$ cat config.mk
export PLATFORM = sky130hd
export DESIGN_NAME = rti_fifo_scheduler
export DESIGN_NICKNAME = d
export VERILOG_FILES = /design/src/rtl/rti_fifo_scheduler.sv
export SDC_FILE = /design/constraint.sdc
export NUM_CORES = 1
export LEC_CHECK = 0
export CORE_MARGIN = 4
export CORE_UTILIZATION = 55
export DETAILED_ROUTE_END_ITERATION = 12
export DONT_BUFFER_PORTS = 1
export PLACE_DENSITY = 0.75
export SYNTH_ARGS = -nofsm -noshare
export SYNTH_HDL_FRONTEND = slang
export SYNTH_SLANG_ARGS = --single-unit
export TNS_END_PERCENT = 5
$ cat constraint.sdc
create_clock -name clk -period 5.8 [get_ports clk]
set_input_delay 0.87 -clock clk [delete_from_list [all_inputs] [get_ports clk]]
set_output_delay 0.87 -clock clk [all_outputs]
set_load 0.01 [all_outputs]
$ cat src/rtl/rti_fifo_scheduler.sv
// Timed-release scheduler behind one RTI FIFO: fetches the head entry, holds it until the timeline
// reaches its timestamp, then strobes it out. Define RTI_SCHED_LATE_DROP_EN to discard late entries.
module rti_fifo_scheduler #(
    parameter int TS_WIDTH     = 64,
    parameter int DATA_WIDTH   = 64,
    parameter int READ_LATENCY = 1
) (
    input  logic                  clk,
    input  logic                  reset,
    input  logic                  enable,
    input  logic                  abort,
    input  logic [TS_WIDTH-1:0]   time_now,
    input  logic                  fifo_empty,
    input  logic [127:0]          fifo_dout,
    output logic                  fifo_read,
    output logic                  fifo_flush,
    output logic                  out_valid,
    output logic [DATA_WIDTH-1:0] out_data,
    output logic [TS_WIDTH-1:0]   out_ts,
    output logic                  late_error,
    output logic [TS_WIDTH-1:0]   late_ts,
    output logic                  busy
);

    typedef enum logic [1:0] {
        ST_IDLE  = 2'd0,
        ST_WAIT  = 2'd1,
        ST_ARMED = 2'd2
    } state_t;

    localparam logic [1:0] LAT_LAST = 2'(READ_LATENCY);

    // Past due when the modular distance is non-zero and in the forward half of the ring.
    function automatic logic is_past_due(input logic [TS_WIDTH-1:0] diff);
        return (diff != {TS_WIDTH{1'b0}}) && !diff[TS_WIDTH-1];
    endfunction

    state_t                r_state,       w_state_nxt;
    logic [1:0]            r_lat_cnt,     w_lat_cnt_nxt;
    logic [TS_WIDTH-1:0]   r_head_ts,     w_head_ts_nxt;
    logic [DATA_WIDTH-1:0] r_head_data,   w_head_data_nxt;
    logic                  r_out_valid,   w_out_valid_nxt;
    logic [DATA_WIDTH-1:0] r_out_data,    w_out_data_nxt;
    logic [TS_WIDTH-1:0]   r_out_ts,      w_out_ts_nxt;
    logic                  r_late_error,  w_late_error_nxt;
    logic [TS_WIDTH-1:0]   r_late_ts,     w_late_ts_nxt;
    logic                  r_fifo_flush,  w_fifo_flush_nxt;
    logic                  r_abort_blk,   w_abort_blk_nxt;
    logic                  w_fetch;
    logic [TS_WIDTH-1:0]   w_diff;

    // Next-state and next-output computation.
    always_comb begin
        w_state_nxt      = r_state;
        w_lat_cnt_nxt    = r_lat_cnt;
        w_head_ts_nxt    = r_head_ts;
        w_head_data_nxt  = r_head_data;
        w_out_valid_nxt  = 1'b0;
        w_out_data_nxt   = r_out_data;
        w_out_ts_nxt     = r_out_ts;
        w_late_error_nxt = 1'b0;
        w_late_ts_nxt    = r_late_ts;
        w_fifo_flush_nxt = abort && !r_abort_blk;
        w_abort_blk_nxt  = abort;
        w_diff           = time_now - r_head_ts;
        // The abort cycle and the one after it never fetch, so a flush cannot race a read.
        w_fetch          = (r_state == ST_IDLE) && enable && !fifo_empty
                           && !abort && !r_abort_blk && !reset;

        if (abort) begin
            w_state_nxt     = ST_IDLE;
            w_lat_cnt_nxt   = 2'd0;
            w_head_ts_nxt   = {TS_WIDTH{1'b0}};
            w_head_data_nxt = {DATA_WIDTH{1'b0}};
        end else begin
            case (r_state)
                ST_IDLE: begin
                    if (w_fetch) begin
                        w_state_nxt   = ST_WAIT;
                        w_lat_cnt_nxt = 2'd0;
                    end else begin
                        w_state_nxt   = ST_IDLE;
                    end
                end
                ST_WAIT: begin
                    if (r_lat_cnt == LAT_LAST) begin
                        w_head_ts_nxt   = fifo_dout[127 -: TS_WIDTH];
                        w_head_data_nxt = fifo_dout[DATA_WIDTH-1:0];
                        w_state_nxt     = ST_ARMED;
                    end else begin
                        w_lat_cnt_nxt   = r_lat_cnt + 2'd1;
                    end
                end
                ST_ARMED: begin
                    if (w_diff == {TS_WIDTH{1'b0}}) begin
                        w_out_valid_nxt = 1'b1;
                        w_out_data_nxt  = r_head_data;
                        w_out_ts_nxt    = r_head_ts;
                        w_state_nxt     = ST_IDLE;
                    end else if (is_past_due(w_diff)) begin
                        w_late_error_nxt = 1'b1;
                        w_late_ts_nxt    = r_head_ts;
`ifdef RTI_SCHED_LATE_DROP_EN
                        w_out_valid_nxt  = 1'b0;
`else
                        w_out_valid_nxt  = 1'b1;
                        w_out_data_nxt   = r_head_data;
                        w_out_ts_nxt     = r_head_ts;
`endif
                        w_state_nxt      = ST_IDLE;
                    end else begin
                        w_state_nxt      = ST_ARMED;
                    end
                end
                default: begin
                    w_state_nxt = ST_IDLE;
                end
            endcase
        end
    end

    // State and registered-output update with synchronous reset.
    always_ff @(posedge clk) begin
        if (reset) begin
            r_state      <= ST_IDLE;
            r_lat_cnt    <= 2'd0;
            r_head_ts    <= {TS_WIDTH{1'b0}};
            r_head_data  <= {DATA_WIDTH{1'b0}};
            r_out_valid  <= 1'b0;
            r_out_data   <= {DATA_WIDTH{1'b0}};
            r_out_ts     <= {TS_WIDTH{1'b0}};
            r_late_error <= 1'b0;
            r_late_ts    <= {TS_WIDTH{1'b0}};
            r_fifo_flush <= 1'b0;
            r_abort_blk  <= 1'b0;
        end else begin
            r_state      <= w_state_nxt;
            r_lat_cnt    <= w_lat_cnt_nxt;
            r_head_ts    <= w_head_ts_nxt;
            r_head_data  <= w_head_data_nxt;
            r_out_valid  <= w_out_valid_nxt;
            r_out_data   <= w_out_data_nxt;
            r_out_ts     <= w_out_ts_nxt;
            r_late_error <= w_late_error_nxt;
            r_late_ts    <= w_late_ts_nxt;
            r_fifo_flush <= w_fifo_flush_nxt;
            r_abort_blk  <= w_abort_blk_nxt;
        end
    end

    assign fifo_read  = w_fetch;
    assign fifo_flush = r_fifo_flush;
    assign out_valid  = r_out_valid;
    assign out_data   = r_out_data;
    assign out_ts     = r_out_ts;
    assign late_error = r_late_error;
    assign late_ts    = r_late_ts;
    assign busy       = (r_state != ST_IDLE);

endmodule
==> out/metrics.cfg <==
[route]
num_vias=15400
drtIter0Drc=1791
wl_per_cell_um=22.3
vias_per_cell=6.22
wl_met2_um=24900
drt_pass1_iterations=6
wl_met3_um=5890
wl_met1_um=22200
drc=0
ant_nets=0
highest_layer=met4
wirelength_um=55200

[die]
die_h_um=181
core_area_um2=29000
die_area_um2=32600
initial_core_util=0.565
io_pins=394
core.rowCount=62
die_width_um=181

[timing]
worstMarginPinSlew_ns=1.22
skew_ns=0.0300
hold_viol=0
rsz0062_at_grt=false
setup_viol=0
slew-limit-headroom=0.181
final_max_slew_viol_count=0
finalCritPeriodShare=0.955
hold_slack_ns=0.413
layout_min_cycle_time_ns=5.54
setup_tns_ns=0
fmax_mhz=181

[placed_design]
place_inst=2414
place_congestion=1.08
dp_hpwl_um=40900
port_buffers=0

[pwr]
internal_power_mw=3.73
clkPwrFrac=0.464
irDropWorstVdd_uv=265
p_sw_mw=1.17
power_mw=4.90
sw_frac_of_total=0.238
leakage_nw=5.56
seqPwrFrac=0.460
pwr-share-comb=0.076
power_density_nw_per_um2=280

[yosys]
synth_edf_count=0
synthCells=2159
yosysUniqueCellTypes=89
syn_area_um2=16400
netlist.area_leader.share=0.401
ys.flop_type=dfxtp_1
yosys-top-cells-area=dfxtp_1 40%, nand2_1 14%, a21oi_1 11%
ys_ff_latch=328
synth_seq_area_share=0.401
yosysWarnings=0
yosysTopAreaCell=dfxtp_1
async_flop_share=0
syn_nets=2420
syn_avg_cell_area_um2=7.59

[global_route]
grt_usage=0.318
grt_remaining_overflow=0
grt_pass1_vias=14400
antenna_found_initial=3
grt_max_degree=197
grt_pass1_wl_um=83900

[clock_tree]
htree_levels=2
clk_pin_slew_ns=0.06
cts_resized=0
post_cts_buffers=0
tritoncts=built
cts_hold_buf=0
cts_buffers=35
cts-root-buf=clkbuf_16
clk-insertion-delay-late_ns=0.53
cts_max_path_buffers=3
cts.sinks=328

[critical_path]
worstPathCellList=inv_1 > ha_1 > a21oi_1 > o21ai_0 > a21oi_1 > o21ai_1 > a221o_1 > o211a_1 > a211oi_1 > a211o_1 > nor4b_4 > a31oi_4 > buf_4 > mux2i_1 > nor2_1
reg2reg_depth=15
critPathMaxStageDelay_ns=0.98
crit_path_max_fanout=21
r2r_end=late_ts[57]$_SDFFE_PP0P_
crit_required_ns=6.18
end_kind=register
crit_buf_inv=2
critical_path_class=reg -> reg
timing.rr.start=r_head_ts[26]$_SDFFE_PP0P_
arrival_ns=5.92
cp-start-kind=register
cp_slowest_cell=a211oi_1
cpLargestDelayFamily=compound AO/OA/AOI/OAI gates
crit_top_cell=a21oi_1
rrSetupSlack_ns=0.26

[finish]
layout_commonest_cell=nand2_1
layout.cells.non_filler=2479
final_cell_mix=606 x nand2_1, 355 x a21oi_1, 328 x dfxtp_1, 131 x nor2_1, 78 x inv_1
synthToLayoutAreaGrowth_pct=6.97
drive_gt1_frac=0.0497
fin_nets=2328

[worst_hold_path]
min_to=out_ts[24]$_SDFFE_PP0P_
hold_depth=1
hp-class=in -> reg
min_from=reset

[run]
maxCapViolCount=0

[run_status]
status=finished, final reports clean

==> how the worst max path moves through the flow <==
stage / startpoint / end / slack [ns] / cells past startpoint
CTS: r_head_ts[26]$_SDFFE_PP0P_ / late_ts[57]$_SDFFE_PP0P_ / 0.38 / 15
floorplan: time_now[29] / late_ts[10]$_SDFFE_PP0P_ / 1.82 / 16
detailed placement: time_now[26] / late_ts[57]$_SDFFE_PP0P_ / 0.15 / 14
global placement: time_now[26] / late_ts[52]$_SDFFE_PP0P_ / 0.09 / 14
global route: r_head_ts[26]$_SDFFE_PP0P_ / late_ts[57]$_SDFFE_PP0P_ / 0.1 / 15
finish: r_head_ts[26]$_SDFFE_PP0P_ / late_ts[57]$_SDFFE_PP0P_ / 0.26 / 15
==> area by class of cell <==
cell class	count	area [um2]
well taps	384	480
repair buffers	9	105
inverters	78	293
clock inverters	9	158
multi-input cells	1615	8860
flip-flops and latches	328	6570
fillers	2643	11500
clock buffers	52	1050
diodes	4	10.0
==> per-stage QoR <==
stage | setup slack, ns | utilization | cell area (um2)
6_report | 0.263 | 0.604 | 17500
4_1_cts | 0.380 | 0.604 | 17500
3_5_place_dp | 0.152 | 0.562 | 16300
2_1_floorplan | 1.82 | - | 16400
5_1_grt | 0.0989 | 0.604 | 17500
3_3_place_gp | 0.0878 | 0.562 | 16300
==> flip-flops by register name, indices dropped and copies added (netlist names) <==
signal       flops
late_ts         64
out_data        64
out_ts          64
r_head_data     64
r_head_ts       64
r_lat_cnt        2
r_state          2
fifo_flush       1
late_error       1
out_valid        1
r_abort_blk      1
==> cells in the mapped netlist, types with 6 or more instances <==
library cell,instances
o211a_1,6
buf_2,33
a21oi_1,355
and4_1,7
inv_1,78
o21a_1,14
nor3_1,26
nand2b_1,6
a21oi_2,7
nand3_1,17
nor2b_1,8
a21o_1,8
mux2i_1,65
xnor2_1,11
buf_12,6
xor2_1,12
o31ai_1,6
ha_1,64
nor2_1,131
a211oi_1,6
nor4_1,13
nand4_1,27
a31oi_1,12
and3_1,9
clkbuf_1,85
nand2_1,606
buf_4,7
dfxtp_1,328
and2_1,7
o21ai_1,20
o211ai_1,14
o21ai_0,52
o21bai_1,6
==> power groups by stage <==
stage	clock network, mW	registers [mW]	logic (mW)
finish	2.27	2.25	0.374
floorplan	0	2.30	0.285
global route	2.40	2.25	0.401
CTS	2.30	2.25	0.361
global placement	0	2.30	0.366
detailed placement	0	2.30	0.358
==> cells by family after synthesis <==
group | share of synthesized area
AO/OA/AOI/OAI | 0.204
adder cells (fa/ha/maj) | 0.0489
flip-flops | 0.401
multiplexers | 0.0397
buffers and inverters | 0.0602
XOR/XNOR | 0.0123
AND/OR/NAND/NOR | 0.234
==> layer usage <==
layer / vias up / global-route usage
li1: 7205 / -
met3: 138 / 0.0860
met4: 0 / 0.112
met1: 7248 / 0.422
met5: - / 0
met2: 837 / 0.501
Power figures use the tool's default switching activity.
